==> config.mk <==
export PLATFORM = sky130hd
export DESIGN_NAME = sipo_frame_ctrl_flat
export DESIGN_NICKNAME = d
export VERILOG_FILES = /design/src/rtl/sipo_ctrl_pkg.sv /design/src/rtl/sipo_frame_ctrl_if.sv /design/src/rtl/sipo_shift.sv /design/src/rtl/sipo_frame_ctrl.sv /design/src/flat_wrapper.sv
export SDC_FILE = /design/constraint.sdc
export NUM_CORES = 1
export LEC_CHECK = 0
export ABC_CLOCK_PERIOD_IN_PS = 1230
export BUFFER_PORTS_ARGS = -buffer_cell sky130_fd_sc_hd__clkbuf_2
export CAP_MARGIN = 20
export CORE_AREA = 3 3 40 42
export DETAILED_ROUTE_END_ITERATION = 8
export DIE_AREA = 0 0 43 45
export SYNTH_ARGS = -nofsm -noshare
export SYNTH_HDL_FRONTEND = slang
export SYNTH_SLANG_ARGS = --single-unit
==> constraint.sdc <==
create_clock -name clk -period 1.23 [get_ports clk]
set_input_delay 0.0615 -clock clk [delete_from_list [all_inputs] [get_ports clk]]
set_output_delay 0.0615 -clock clk [all_outputs]
set_load 0.03 [all_outputs]
==> src/rtl/sipo_ctrl_pkg.sv <==
// Shared types and constants for the serial-in/parallel-out frame controller.
// Latency: none (declarations only).
// Backpressure: not applicable.
package sipo_ctrl_pkg;

    typedef enum logic [1:0] {
        IDLE   = 2'd0,
        SHIFT  = 2'd1,
        PARITY = 2'd2
    } state_e;

    localparam int DEFAULT_WIDTH = 4;

    // Bit counter must be able to hold WIDTH itself, hence the +1.
    function automatic int cnt_width(input int w);
        return $clog2(w + 1);
    endfunction

endpackage

==> src/rtl/sipo_frame_ctrl_if.sv <==
// Parallel word output bus of the frame controller (valid/ready).
// Latency: none (wires only).
// Backpressure: consumer holds out_ready low to keep the word parked.
interface sipo_frame_ctrl_if
    import sipo_ctrl_pkg::*;
#(
    parameter int WIDTH = DEFAULT_WIDTH
) ();

    logic [WIDTH-1:0] out_data;
    logic             out_valid;
    logic             out_ready;

    modport master (
        output out_data,
        output out_valid,
        input  out_ready
    );

    modport slave (
        input  out_data,
        input  out_valid,
        output out_ready
    );

endinterface

==> src/rtl/sipo_shift.sv <==
// Parameterized shift register, new bit enters at q[0]; synchronous clear wins over shift.
// Latency: one cycle per shifted bit.
// Backpressure: none, shifts whenever en is high.
module sipo_shift
    import sipo_ctrl_pkg::*;
#(
    parameter int WIDTH = DEFAULT_WIDTH
) (
    input  logic             clk,
    input  logic             clr,
    input  logic             en,
    input  logic             din,
    output logic [WIDTH-1:0] q
);

    // The cast drops the old MSB, which also keeps WIDTH=1 legal.
    always_ff @(posedge clk) begin
        if (clr) begin
            q <= '0;
        end else if (en) begin
            q <= WIDTH'({q, din});
        end
    end

endmodule

==> src/rtl/sipo_frame_ctrl.sv <==
// Frame controller: start pulse, WIDTH serial bits MSB-first (+ even parity bit when PARITY_EN is defined), double-buffered word out.
// Latency: word valid WIDTH+1 cycles after start (WIDTH+2 with PARITY_EN).
// Backpressure: a frame completing while the held word is unaccepted is dropped and sets sticky overrun.
module sipo_frame_ctrl
    import sipo_ctrl_pkg::*;
#(
    parameter int WIDTH = DEFAULT_WIDTH
) (
    input  logic                  clk,
    input  logic                  rst,
    input  logic                  sin,
    input  logic                  start,
    sipo_frame_ctrl_if.master     obus,
    output logic                  busy,
`ifdef PARITY_EN
    output logic                  parity_err,
`endif
    output logic                  overrun
);

    localparam int CW = cnt_width(WIDTH);

    localparam logic [1:0] ST_IDLE   = IDLE;
    localparam logic [1:0] ST_SHIFT  = SHIFT;
`ifdef PARITY_EN
    localparam logic [1:0] ST_PARITY = PARITY;
    // All WIDTH bits are registered before the parity cycle commits them.
    localparam int SR_W = WIDTH;
`else
    // The last data bit is committed straight from sin, so only WIDTH-1 bits need storage.
    localparam int SR_W = WIDTH - 1;
`endif

    logic [1:0]       state;
    logic [CW-1:0]    bit_cnt;
    logic [SR_W-1:0]  sr_q;
    logic [WIDTH-1:0] commit_word;
    logic             start_acc;
    logic             shift_en;
    logic             last_bit;
    logic             commit;

    assign start_acc = (state == ST_IDLE) && start;
    assign shift_en  = (state == ST_SHIFT);
    assign last_bit  = shift_en && (bit_cnt == CW'(WIDTH - 1));
    assign busy      = (state != ST_IDLE);

`ifdef PARITY_EN
    logic parity_bad;
    assign commit      = (state == ST_PARITY);
    assign commit_word = sr_q;
    assign parity_bad  = ^{sr_q, sin};
`else
    assign commit      = last_bit;
    assign commit_word = {sr_q, sin};
`endif

    sipo_shift #(
        .WIDTH (SR_W)
    ) u_shift (
        .clk (clk),
        .clr (rst | start_acc),
        .en  (shift_en),
        .din (sin),
        .q   (sr_q)
    );

    always_ff @(posedge clk) begin
        if (rst) begin
            state   <= ST_IDLE;
            bit_cnt <= '0;
        end else begin
            case (state)
                ST_IDLE: begin
                    if (start) begin
                        state   <= ST_SHIFT;
                        bit_cnt <= '0;
                    end
                end
                ST_SHIFT: begin
                    bit_cnt <= bit_cnt + CW'(1);
                    if (last_bit) begin
`ifdef PARITY_EN
                        state <= ST_PARITY;
`else
                        state <= ST_IDLE;
`endif
                    end
                end
                default: state <= ST_IDLE;
            endcase
        end
    end

    // Output buffer: a commit against a parked word is dropped; otherwise commit and transfer may coincide.
    always_ff @(posedge clk) begin
        if (rst) begin
            obus.out_data  <= '0;
            obus.out_valid <= 1'b0;
            overrun        <= 1'b0;
`ifdef PARITY_EN
            parity_err     <= 1'b0;
`endif
        end else if (commit) begin
            if (obus.out_valid && !obus.out_ready) begin
                overrun <= 1'b1;
            end else begin
                obus.out_data  <= commit_word;
                obus.out_valid <= 1'b1;
            end
`ifdef PARITY_EN
            parity_err <= parity_bad;
`endif
        end else if (obus.out_valid && obus.out_ready) begin
            obus.out_valid <= 1'b0;
        end
    end

endmodule

==> src/flat_wrapper.sv <==
// flat-port wrapper written by rule: the top's interface ports become plain ports
module sipo_frame_ctrl_flat import sipo_ctrl_pkg::*;
#(
    parameter int WIDTH = DEFAULT_WIDTH
)
  (clk, rst, sin, start, busy, overrun, obus_out_data, obus_out_valid, obus_out_ready);
  sipo_frame_ctrl_if #(.WIDTH(WIDTH)) obus_i ();
  input  logic clk;
  input  logic rst;
  input  logic sin;
  input  logic start;
  output logic busy;
  output logic overrun;
  output wire logic [$bits(obus_i.out_data)-1:0] obus_out_data;
  output wire logic [$bits(obus_i.out_valid)-1:0] obus_out_valid;
  input wire logic [$bits(obus_i.out_ready)-1:0] obus_out_ready;
  assign obus_out_data = obus_i.out_data;
  assign obus_out_valid = obus_i.out_valid;
  assign obus_i.out_ready = obus_out_ready;
  sipo_frame_ctrl #(.WIDTH(WIDTH)) u_core (.clk(clk), .rst(rst), .sin(sin), .start(start), .obus(obus_i), .busy(busy), .overrun(overrun));
endmodule
# Word level (Yosys, flattened, before mapping)
# Cells that the tools add are included.
# word_totals
ff_bits	14
out_inout_bits	7
inputBits	5
# op_classes
n_addsub	1
n_mux	8
reduce_logical	14
bitwise	2
n_eq_ne	5
# ops
cell	count
AND reduction 2 bit	5
inequality test 2 bit, second input constant	3
case mux 3 bit (2 select lines)	1
nonzero test 2 bit	3
logical AND 1 bit	4
2-to-1 mux 2 bit	2
case mux 2 bit (2 select lines)	1
adder 3 x 1 -> 3 bit, second input constant	1
== test 3 x 2 -> 1 bit, second input constant	1
2-to-1 mux 1 bit	3
2-to-1 mux 3 bit	1
== test 2 x 1 -> 1 bit, second input constant	1
logical NOT 2 bit	1
logical NOT 1 bit	1
inverter 1 bit	1
bitwise OR 1 bit	1

# Longest topological paths before layout
# Gate-level depths: netlist of run 1.
# logic_depth
ltp_word	4
mapped_depth	5

# Hierarchy
# From an unflattened synthesis of run 1, not the netlist that was laid out.
# hier_totals
hier_cells	55
hier_area_um2	553.0
# modules_own_cells
mod	area_each_um2	n_inst	seq_area_each_um2	cells_each
sipo_frame_ctrl	451.7	1	200.2	46
sipo_shift	101.3	1	60.1	9

# Worst setup path after synthesis of run 1
# Ideal clock, no wire load.
# synth_path
path_kind	register to register
start	reg u_core.state[0]
end	reg u_core.obus.out_data[0]
synth_period_minus_slack_ns	1.136
t_arrival_ns	1.064
setup_ns	0.072
n_path_buf	0
required_ns	1.158
slack_ns	0.094
path_stages_with_launch	4
cell_sequence	dfxtp_1 -> nand2_2 -> nor2_4 -> mux2i_1
# synth_between
elab_chain_len	3
# synth_lines
element	line_no	source
from (decl)	sipo_frame_ctrl.sv:34	logic [1:0] state;
from (signal assigned)	sipo_frame_ctrl.sv:70	state <= ST_IDLE;
from (signal assigned)	sipo_frame_ctrl.sv:76	state <= ST_SHIFT;
from (signal assigned)	sipo_frame_ctrl.sv:86	state <= ST_IDLE;
== test 2 x 1 -> 1 bit	sipo_frame_ctrl.sv:44	assign shift_en = (state == ST_SHIFT);
logical AND 1 bit	sipo_frame_ctrl.sv:45	assign last_bit = shift_en && (bit_cnt == CW'(WIDTH - 1));
AND reduction 2 bit (no line)	--	
to (signal assigned)	sipo_frame_ctrl.sv:108	obus.out_data <= commit_word;
to (decl)	sipo_frame_ctrl_if.sv:15	output out_data,
# No other way between the ends.
# A chain may end at the register's enable or synchronous reset.

# Worst setup path in the final report of run 1
# layout_path
start	reg u_core.state[0]
end	out busy
# layout_between
elab_chain_len	1
# layout_lines
element	line_no	source
nonzero test 2 bit	sipo_frame_ctrl.sv:46	assign busy = (state != ST_IDLE);
to (decl)	flat_wrapper.sv:12	output logic busy;
# No other way between the ends.

==> out/qor.csv, run 1 <==
stage,metric,value,unit
power_and_ir_drop,Static Leak,0.000279,uW
floorplan,cell row count,13,
logic_synthesis,syn_nets,65,
outcome,outcome,finished clean,
route,DR vias,434,
logic_synthesis,Yosys cell types,16,
sta,final hold vios,0,
place,port bufs,11,
clock_network,CTS tree,built,
place,Setup WS pre-CTS,0.00118,ns
cells_and_area,nets,82,
global_route,antenna violations before repair,0,
clock_network,clk buf depth,2,
power_and_ir_drop,maximum VDD drop,0.000607,V
route,drt drc,0,
floorplan,io pins,12,
global_route,global route overflow,0,
route,DR vias/cell,4.88,
sta,fmax,863,MHz
setup_path,crit path cell chain,"buf_4, clkbuf_2",
route,1st-pass router iterations,2,
setup_path,CP peak stage delay,0.44,ns
sta,unrepaired setup endpoints after global routing,yes,
logic_synthesis,Post-Synthesis Cells,58,
place,GPL Wtd Cong,0.711,
cells_and_area,"Cell Count, Final, Fillers Out",89,
route,DRT iter0 DRCs,4,
logic_synthesis,ys flop type,dfxtp_1,
sta,endpoints failing setup,0,
place,placed instance count,84,
sta,worst clock skew,0.00249,ns
route,Routed Antenna Nets,0,
setup_path,WS Path Type,flip-flop to output pin,
route,met2 WL post-DR,483,um
cells_and_area,fillers,131,
clock_network,CTS Sinks,13,
global_route,first-pass GRT wire length,1.67,mm
setup_path,crit path DAT,1.10,ns
logic_synthesis,sequential share of the synthesized area,0.471,
logic_synthesis,Post-Syn Area,553,um2
clock_network,depth of the CTS H-tree,1,
sta,fin. max-slew vios,0,
sta,fin crit share,0.942,
logic_synthesis,syn_area_per_cell,9.54,um2
setup_path,CP top delay family,flip-flops,
route,wl on met1,505,um
cells_and_area,Synth-to-Final Area Change,25.3,%
route,WL met3,46,um
clock_network,CTS buffer count,3,
route,top layer in use,met4,
cells_and_area,number of antenna diodes,0,
setup_path,WP buf/inv,2,
logic_synthesis,Post-synth top cells,"dfxtp_1, nand2b_1, nor2_1",
logic_synthesis,Yosys Warn Count,0,
cells_and_area,ratio of cells with drive above 1 in the final layout,0.338,
logic_synthesis,Synth Register Bits,13,
floorplan,Initial Util,0.430,
place,HPWL after DPL,713,um
floorplan,Core ar.,1280,um2
route,final wirelength,1.05,mm
clock_network,clk root buf,clkbuf_4,
floorplan,Die W,43,um
sta,Slew HR,0.817,
setup_path,"Slowest-stage cell, CP",dfxtp_2,
hold_path,HP Class,input pin to flip-flop,
global_route,vias in the first global route,393,
setup_path,WP data required,1.17,ns
cells_and_area,final core occ,0.539,
power_and_ir_drop,PwrDens,1100,nW/um2
floorplan,die area,1940,um2
route,wire per inst,11.8,um
floorplan,Die H,45,um
global_route,largest net degree at the start of global routing,18,
logic_synthesis,Post-synth EDFFs,0,
run,maxcap violations,0,
logic_synthesis,biggest area consumer among synthesized cells,dfxtp_1,
clock_network,clk_lat worst skew,0.27,ns
sta,Final min period,1.16,ns
setup_path,"critical path fanouts, max",10,
sta,post-route setup slack,0.0711,ns
logic_synthesis,most area-consuming cells after synthesis,"dfxtp_1, nand2b_1, mux2i_1, nor3b_1, nor2_1",
setup_path,Setup crit end kind,output pin,
global_route,total track usage,0.121,
clock_network,"CTS clk-pin slew, worst paths",0.08,ns
clock_network,Hold Buf Count CTS,0,
sta,Slew @ Worst Pin,0.274,ns
logic_synthesis,"FFs w/ async S/R, synth",0,
logic_synthesis,"count leader, synth",dfxtp_1,
setup_path,CP Launch Type,flip-flop,
logic_synthesis,top-area cell type share of the netlist area,0.471,
-- where the power goes --
group | internal, uW | switching [uW]
Combinational | 28.9 | 31.0
Clock | 125 | 133
Sequential | 430 | 11.9
Total | 584 | 176
-- layer usage --
layer	GRT usage	vias up
met5	0	-
met4	0.108	0
met3	0.0239	2
met2	0.192	7
met1	0.139	201
li1	-	224
-- layout make-up --
cell class	count	area [um2]	area share
clock buffer	4	26.3	0.0379
tap	15	18.8	0.0271
inverter	2	7.51	0.0108
multi-input combinational	41	299	0.431
timing repair buffer	14	77.6	0.112
sequential	13	264	0.381
-- cells by family after synthesis --
group	Yosys count	synth area share
fa+ha+maj	2	0.0452
compound gates	9	0.0928
flops	13	0.471
buf+inv	4	0.0430
mux	4	0.0724
simple gates	26	0.276
-- repair_timing --
| action | CTS | global route |
|---|---|---|
| pin swaps | 1 | 1 |
| gates resized for setup | 3 | 5 |
| hold endpoints to repair | 0 | 0 |
| setup buffers | 0 | 1 |
| endpoints found under the setup margin | 3 | 5 |
-- path summary, 6_finish.rpt --
kind,startpoint,to,slack [ns],cells after the start
max,u_core.state[0]$_SDFFE_PP0P_,busy,0.07,2
min,sin,u_core.obus.out_data[0]$_SDFFE_PP0P_,0.04,3
max reg2reg,u_core.bit_cnt[0]$_SDFFE_PP0P_,u_core.obus.out_data[2]$_SDFFE_PP0P_,0.10,5
min reg2reg,u_core.obus.out_data[1]$_SDFFE_PP0P_,u_core.obus.out_data[1]$_SDFFE_PP0P_,0.47,2
-- registers in the layout, indices dropped and copies added, names as in the netlist --
name and flops:
u_core.obus.out_data 4, u_core.bit_cnt 3, u_core.u_shift.q 3, u_core.obus.out_valid 1, u_core.overrun 1, u_core.state 1
-- through the flow --
stage          TNS [ns]  power, uW  hold WS (ns)  instance area, um2
2_1_floorplan         0        483         0.206                 553
3_3_place_gp          0        504         0.317                 626
3_5_place_dp          0        503         0.324                 626
4_1_cts               0        765        0.0377                 657
5_1_grt         -0.0164        797        0.0491                 693
6_report              0        760        0.0413                 693
-- layout by cell type (no fill, tap or decap) --
cell	count
a21oi_1	6
a31oi_1	1
and2b_1	1
buf_4	3
clkbuf_1	1
clkbuf_2	11
clkbuf_4	3
dfxtp_1	10
dfxtp_2	3
ha_4	2
inv_1	2
mux2i_1	4
nand2_4	1
nand2b_1	9
nor2_1	9
nor2_4	1
nor3b_1	5
o21ai_0	1
o31a_2	1
-- tightest hold or removal path, cell delays in order --
cell	delay (ns)
clkbuf_2	0.09
nand2b_1	0.06
mux2i_1	0.06
Note: power is estimated with default switching activity, not from simulation.
==> inputs of run 2 (changes only) <==
--- a/config.mk
+++ b/config.mk
@@ -5,12 +5,13 @@
 export SDC_FILE = /design/constraint.sdc
 export NUM_CORES = 1
 export LEC_CHECK = 0
-export ABC_CLOCK_PERIOD_IN_PS = 1230
+export ABC_CLOCK_PERIOD_IN_PS = 1000
 export BUFFER_PORTS_ARGS = -buffer_cell sky130_fd_sc_hd__clkbuf_2
 export CAP_MARGIN = 20
 export CORE_AREA = 3 3 40 42
 export DETAILED_ROUTE_END_ITERATION = 8
 export DIE_AREA = 0 0 43 45
+export PLACE_DENSITY = 0.66
 export SYNTH_ARGS = -nofsm -noshare
 export SYNTH_HDL_FRONTEND = slang
 export SYNTH_SLANG_ARGS = --single-unit
==> constraint.sdc (replaced) <==
create_clock -name clk -period 1 [get_ports clk]
set_input_delay 0.05 -clock clk [delete_from_list [all_inputs] [get_ports clk]]
set_output_delay 0.05 -clock clk [all_outputs]
set_load 0.03 [all_outputs]
==> run 2 against run 1 <==
  * The flow now finishes with violations (negative setup slack)
  * Worst setup slack worse by 0.18 ns
  * Sequential share of layout area shrank 1.6 points
  * Sequential cell count is the same
  * Design area is 5.4% higher
  * Power grew 25%
  * Final cell count is 3.4% higher
  * Core utilization increased by 2.9 points
  * Register-to-register slack got worse by 0.21 ns
  * Combinational power grew 53%
  * Die area unchanged
  * Critical path type is now flip-flop to flip-flop
  * Critical endpoint is now u_core.obus.out_data[3]$_SDFFE_PP0P_
  * Largest cell class unchanged
==> out/qor.csv, run 2 (synthesis results as in run 1) <==
stage,metric,value,unit
route,wire per inst,11.1,um
route,DRT iter0 DRCs,4,
cells_and_area,"Cell Count, Final, Fillers Out",92,
clock_network,"CTS clk-pin slew, worst paths",0.07,ns
power_and_ir_drop,maximum VDD drop,0.000858,V
sta,endpoints failing setup,8,
outcome,failing checks,negative setup slack,
sta,fmax,904,MHz
clock_network,clk buf depth,2,
sta,final hold vios,0,
cells_and_area,"Most flops, register",u_core.obus.out_data,
cells_and_area,post-route cell area,731,um2
route,drt drc,0,
cells_and_area,sequential cell area,267,um2
setup_path,Setup crit end kind,flip-flop,
floorplan,die area,1940,um2
floorplan,io pins,12,
floorplan,Die H,45,um
global_route,total track usage,0.126,
sta,Final min period,1.11,ns
place,placed instance count,85,
global_route,largest net degree at the start of global routing,18,
cells_and_area,Largest register FFs,4,
sta,Slew @ Worst Pin,0.284,ns
power_and_ir_drop,Power Total,950,uW
place,placed instance area,667,um2
global_route,antenna violations before repair,0,
floorplan,cell row count,13,
floorplan,Die W,43,um
global_route,first-pass GRT wire length,1.77,mm
setup_path,crit path DAT,1.31,ns
sta,fin. max-slew vios,0,
outcome,outcome,"finished, violations left",
hold_path,HP Class,input pin to flip-flop,
route,Routed Antenna Nets,0,
place,Setup WS pre-CTS,-0.119,ns
cells_and_area,biggest regs,"u_core.obus.out_data: 4 flops, u_core.bit_cnt: 3 flops, u_core.u_shift.q: 3 flops",
sta,post-route setup slack,-0.106,ns
cells_and_area,Synth-to-Final Area Change,32.1,%
cells_and_area,number of antenna diodes,0,
cells_and_area,most frequent cells in the layout,"clkbuf_2, dfxtp_1, nand2b_1, nor2_1, buf_4",
clock_network,clk root buf,clkbuf_4,
cells_and_area,ratio of cells with drive above 1 in the final layout,0.377,
power_and_ir_drop,PwrDens,1300,nW/um2
global_route,global route overflow,0,
floorplan,Initial Util,0.430,
power_and_ir_drop,Static Leak,0.000299,uW
cells_and_area,Multi-input gate area,303,um2
cells_and_area,fillers,125,
global_route,vias in the first global route,407,
route,DR vias,443,
floorplan,Core ar.,1280,um2
route,final wirelength,1.03,mm
cells_and_area,nets,85,
clock_network,CTS buffer count,3,
sta,fin crit share,1.11,
setup_path,"critical path fanouts, max",4,
place,port bufs,11,
setup_path,WS Path Type,flip-flop to flip-flop,
clock_network,CTS Sinks,13,
clock_network,clk_lat worst skew,0.27,ns
clock_network,CTS tree,built,
sta,unrepaired setup endpoints after global routing,yes,
setup_path,WP data required,1.20,ns
clock_network,depth of the CTS H-tree,1,
route,1st-pass router iterations,2,
place,GPL Wtd Cong,0.625,
sta,Slew HR,0.810,
route,DR vias/cell,4.82,
place,HPWL after DPL,698,um
run,maxcap violations,0,
setup_path,CP Launch Type,flip-flop,
sta,worst clock skew,0.00252,ns
-- run 2: cell types whose count changed in the layout (fill, tap and decap cells not counted) --
cell and change:
a21oi_1 -1, a21oi_2 +1, buf_4 +3, clkbuf_2 -1, clkbuf_8 +1, dfxtp_2 -1, dfxtp_4 +1
-- run 2: power by group --
group	internal (uW)	total (uW)	switching, uW
logic	46.2	91.5	45.3
registers	527	538	10.9
clock network	155	321	166
-- run 2: per-stage QoR --
stage	hold WS [ns]	util	TNS [ns]
4_1_cts	0.0242	0.563	-0.638
6_report	0.0342	0.569	-0.619
3_3_place_gp	0.309	0.519	-0.471
3_5_place_dp	0.320	0.519	-0.531
5_1_grt	0.0389	0.569	-1.09
2_1_floorplan	0.195	-	-0.304
-- run 2: final timing paths --
check,from,endpoint,slack [ns],cells past startpoint
max,u_core.bit_cnt[0]$_SDFFE_PP0P_,u_core.obus.out_data[3]$_SDFFE_PP0P_,-0.11,5
min,sin,u_core.obus.out_data[0]$_SDFFE_PP0P_,0.03,3
max reg2reg,u_core.bit_cnt[0]$_SDFFE_PP0P_,u_core.obus.out_data[3]$_SDFFE_PP0P_,-0.11,5
min reg2reg,u_core.obus.out_data[1]$_SDFFE_PP0P_,u_core.obus.out_data[1]$_SDFFE_PP0P_,0.47,2
-- run 2: worst max-delay path, cell delays in order, from the launching register on --
cell	delay (ns)
dfxtp_2	0.36
ha_4	0.14
ha_4	0.14
nand2_4	0.05
nor2_4	0.15
mux2i_1	0.20
-- run 2: repair_timing --
item / 4_1_cts / 5_1_grt
hold buffers: 0 / 0
gates resized for setup: 4 / 0
setup endpoints to repair: 6 / 10
pin swaps: 4 / 1
buffers inserted: 2 / 1
-- run 2: cell type report --
cell class,count,area share
tap,15,0.0257
sequential,13,0.365
timing repair buffer,17,0.149
clock buffer,4,0.0360
inverter,2,0.0103
multi-input combinational,41,0.414
-- run 2: layer usage --
layer,track usage,part of all wire,vias to the layer above
li1,-,-,232
met1,0.154,0.50,198
met2,0.180,0.44,9
met3,0.0478,0.043,4
met4,0.0904,0.023,0
met5,0,0,-
